`src/rtl/aes_round_seq.sv`:
```
// aes_round_seq: AES round/key-index sequencer for 128/192/256-bit keys with stall, abort and error reporting
module aes_round_seq #(
    parameter int CNT_W = 5,
    parameter int NR128 = 10,
    parameter int NR192 = 12,
    parameter int NR256 = 14
) (
    input  logic             clk,
    input  logic             rst_n,
    input  logic             start,
    input  logic [1:0]       mode,
    input  logic             enc,
    input  logic             stall,
    input  logic             abort,
    output logic [CNT_W-1:0] round,
    output logic [CNT_W-1:0] key_idx,
    output logic             round_first,
    output logic             round_last,
    output logic             busy,
    output logic             done,
    output logic             err
);
    typedef enum logic [1:0] {IDLE, INIT, RUN, DONE} state_t;

    state_t           state, state_nx;
    logic [CNT_W-1:0] round_nx, key_idx_nx, nr;
    logic [1:0]       mode_q, mode_nx;
    logic             enc_q, enc_nx, err_nx, busy_nx;

    function automatic logic [CNT_W-1:0] nr_of(input logic [1:0] m);
        return m == 2'b11 ? CNT_W'(NR256) : m == 2'b10 ? CNT_W'(NR192) : CNT_W'(NR128);
    endfunction

    assign nr          = nr_of(mode_q);
    assign round_first = state == INIT;
    assign round_last  = state == RUN && round == nr;
    assign busy        = state == INIT || state == RUN;
    assign done        = state == DONE;

    // Next-state, next-round and latched-configuration decode; abort overrides everything
    always_comb begin
        state_nx = state;
        round_nx = round;
        mode_nx  = mode_q;
        enc_nx   = enc_q;
        err_nx   = 1'b0;
        if (abort) begin
            state_nx = IDLE;
            round_nx = '0;
        end else begin
            err_nx = start && state != IDLE;
            case (state)
                IDLE: if (start) begin
                    state_nx = INIT;
                    round_nx = '0;
                    mode_nx  = mode;
                    enc_nx   = enc;
                end
                INIT: if (!stall) begin
                    state_nx = RUN;
                    round_nx = CNT_W'(1);
                end
                RUN: if (!stall) begin
                    state_nx = round == nr ? DONE : RUN;
                    round_nx = round == nr ? '0 : round + CNT_W'(1);
                end
                default: state_nx = IDLE;
            endcase
        end
        busy_nx    = state_nx == INIT || state_nx == RUN;
        key_idx_nx = !busy_nx ? '0 : enc_nx ? round_nx : nr_of(mode_nx) - round_nx;
    end

    // State, counters and latched configuration registers
    always_ff @(posedge clk or negedge rst_n) begin
        if (!rst_n) begin
            state   <= IDLE;
            round   <= '0;
            key_idx <= '0;
            mode_q  <= 2'b00;
            enc_q   <= 1'b0;
            err     <= 1'b0;
        end else begin
            state   <= state_nx;
            round   <= round_nx;
            key_idx <= key_idx_nx;
            mode_q  <= mode_nx;
            enc_q   <= enc_nx;
            err     <= err_nx;
        end
    end
endmodule
```
`config.mk`:
```
export PLATFORM = sky130hd
export DESIGN_NAME = aes_round_seq
export DESIGN_NICKNAME = d
export VERILOG_FILES = /design/src/rtl/aes_round_seq.sv
export SDC_FILE = /design/constraint.sdc
export NUM_CORES = 1
export LEC_CHECK = 0
export BUFFER_PORTS_ARGS = -buffer_cell sky130_fd_sc_hd__buf_2
export CORE_ASPECT_RATIO = 0.75
export CORE_UTILIZATION = 40
export CTS_CLUSTER_DIAMETER = 200
export DETAILED_ROUTE_END_ITERATION = 12
export GPL_ROUTABILITY_DRIVEN = 0
export GPL_TIMING_DRIVEN = 0
export SYNTH_ARGS = -nofsm -noshare
export SYNTH_HDL_FRONTEND = slang
export SYNTH_SLANG_ARGS = --single-unit
```
`constraint.sdc`:
```
create_clock -name clk -period 4.57 [get_ports clk]
set_input_delay 0.457 -clock clk [delete_from_list [all_inputs] [get_ports clk]]
set_output_delay 0.457 -clock clk [all_outputs]
set_load 0.02 [all_outputs]
```
==> metrics.md <==
| Metric | Value |
|---|---|
| CP cell instances | `inv_1 -> ha_1 -> inv_1 -> nor2_1 -> o2111a_1 -> a31oi_1 -> fa_1 -> a21oi_1 -> nand2_1 -> a21oi_1 -> xor2_1 -> nor2_1` |
| Final hold vios | `0` |
| Final worst setup slack | `1.77 ns` |
| Arr. time, crit path | `2.97 ns` |
| Post-synth EDFFs | `0` |
| Number of diodes | `0` |
| Most frequent cells in the layout | `21 x buf_2, 16 x dfrtp_1, 14 x nor2_1` |
| Crit Reg-Reg Startpoint | `state[0]` |
| Yosys cell types | `43` |
| Core Rows | `16` |
| Post-CTS Setup Inserts | `0` |
| Largest area contributor in the netlist | `dfrtp_1` |
| Met1 GRT Util | `25.6%` |
| Primary FF master, synth | `dfrtp_1` |
| Status | `completed` |
| Crit. Startpoint | `state[0]` |
| Min Tclk post-route | `2.80 ns` |
| Synth Net Count | `130` |
| CTS tree | `built` |
| Max clock buf depth | `2` |
| Post-place setup slack | `1.81 ns` |
| CP Capture Type | `register` |
| Vias in the first global route | `863` |
| Cts hold-fix bufs | `0` |
| HPWL after detailed placement | `between 1500 and 2000 µm` |
| Max FO, Critical Path | `8` |
| Slew of the pin with the lowest slew margin | `0.520 ns` |
| Required time of the critical path | `roughly 4.7 ns` |
| Reg-to-reg setup timing slack | `1.77 ns` |
| Root Driver | `clkbuf_4` |
| Layout cells sized above 1 | `25.9%` |
| Power Density | `321 nW/µm²` |
| Area grow syn2layout | `17.0%` |
| Peak VDD IR | `0.181 mV` |
| Gate Count Post-Synth | `between 100 and 150` |
| Period utilization | `61.3%` |
| Maxcap violations | `0` |
| Overflow after GRT | `0` |
| Die height | `47.3 µm` |
| CTS buffer count | `3` |
| Crit Reg-Reg Endpoint | `key_idx[4]` |
| Initial DRC count | `31` |
| Gr usage total | `19.2%` |
| Ys Warns | `0` |
| Crit path kind | `register to register` |
| Port bufs | `21` |
| Skew final | `just over 0.008 ns` |
| Max stage delay cell, worst path | `fa_1` |
| Final Util | `roughly 49%` |
| Routed len/inst | `14.1 µm` |
| Initial DRT Pass Iterations | `4` |
| Initial antenna violation count | `0` |
| Setup Viol. Count Final | `0` |
| End point of the critical path | `key_idx[4]` |
| Slew Viols, Final | `0` |
| CP Launch Type | `register` |
| WL final | `2480 µm` |
| Die W | `62.4 µm` |
| Leakage power | `0.000603 µW` |
| Clock Sinks | `16` |
| Max Fclk | `0.357 GHz` |
| Clock-pin slew on the worst setup and hold paths | `0.10 ns` |
| Io pins | `23` |
| Worst reg-to-reg path cell count | `12` |
| Slowest stage delay, CP | `around 0.52 ns` |
| H-tree depth | `1` |
| Clk_lat worst skew | `0.29 ns` |
| Detailed-route via count | `913` |
| Register area share after synthesis | `36.5%` |
| RSZ-0062 raised after global routing | `no` |
| Main area contributors after synthesis | `dfrtp_1 37%, ha_1 8.0%, nor2_1 4.8%` |
| Total negative slack | `0 ns` |
| First-pass GRT wire length | `4150 µm` |
| Hold crit path type | `primary input to asynchronous set/reset pin` |
| Met3 Use GR | `4.61%` |
| Avg Cell Area, Syn | `9.61 µm²` |
| Initial Util | `42.1%` |
| Routed Antenna Nets | `0` |
| Most common cell after layout, fill and taps aside | `buf_2` |
| Final net count | `between 150 and 200` |
| Core area | `approximately 2600 µm²` |
| Max-slew headroom | `about 65%` |
| Synthesized area | `1100 µm²` |
| PostCTS Resize Cnt | `0` |
| Via/cell ratio | `around 5.2` |
| DRC violations left | `0` |
| Met2 Resource Use GR | `a little under a third` |
| FFs w/ async S/R, synth | `between 90% and 100%` |
| Largest net degree at the start of global routing | `17` |
| Synthesis-stage register bit count | `16` |
| Yosys top cell area share | `36.5%` |
| Most Crowded Layer GR | `met2` |
| Die ar. | `2960 µm²` |
[routing by layer]
layer,wire length (µm),vias to the layer above,share of wire [%]
li1,-,461,-
met1,1270,431,51
met2,1110,19,45
met3,82,2,3.3
met4,17,0,0.69
met5,0,-,0
[Yosys cell counts, types with 2 or more instances]
library cell and instances:
nand2b_1 3, nor3_1 3, nand4b_1 2, a21oi_1 8, a211oi_1 2, nor2_1 14, xor2_1 2, nor2b_1 2
nand3_1 2, xnor2_1 2, and2_1 3, a21oi_2 2, mux2_2 4, o21ai_0 3, inv_1 9, nand2_1 4
dfrtp_1 16, buf_4 2, ha_1 7
[registers in the layout, summed over array words and instances (netlist names)]
register and cells:
state 2, mode_q 2, key_idx 5, enc_q 1, round 5, err 1
[how the worst min path moves through the flow]
stage                     slack (ns)   from  cells past startpoint        end
final                           0.07  rst_n                      1  mode_q[0]
after global routing            0.08  rst_n                      1  mode_q[0]
after floorplan                 0.16  rst_n                      0      enc_q
after detailed placement        0.41  rst_n                      1  mode_q[0]
after global placement          0.40  rst_n                      1  mode_q[0]
after CTS                       0.08  rst_n                      1   round[4]
[cells by family after synthesis]
logic type | after synthesis | share of synthesized area, %
adder cells (fa/ha/maj) | 8 | 9.82
buffers and inverters | 12 | 4.79
XOR/XNOR | 4 | 3.20
flip-flops | 16 | 36.5
AND/OR/NAND/NOR | 40 | 20.1
AO/OA/AOI/OAI | 29 | 20.5
multiplexers | 5 | 5.02
[area by class of cell]
cell class,instances,area [µm²]
fill,268,1320
multi-input combinational,86,643
sequential,16,400
timing repair buffer,21,105
tap,36,45.0
clock buffer,4,36.3
inverter,9,33.8
buffer,3,18.8
[per-stage QoR]
stage / instance area [µm²] / total power, µW / hold slack, ns / cells
finish: 1280 / 412 / 0.0665 / 175
global route: 1280 / 448 / 0.0796 / 175
CTS: 1280 / 417 / 0.0796 / 175
detailed placement: 1250 / 319 / 0.407 / 171
global placement: 1250 / 315 / 0.398 / 171
floorplan: 1100 / 281 / 0.161 / 114
[report_power, final]
group,total [µW],switching (µW),internal [µW]
logic,147,88.6,58.1
clock network,95.8,47.3,48.5
registers,169,11.2,158
total,412,147,265
[critical path: cells and delay by family (launching register included)]
family,cells,cell delay (ns)
fa+ha+maj,2,0.87
compound gates,4,0.64
flops,1,0.42
simple gates,3,0.33
buf+inv,2,0.26
xor+xnor,1,0.16
Power figures use the tool's default switching activity.
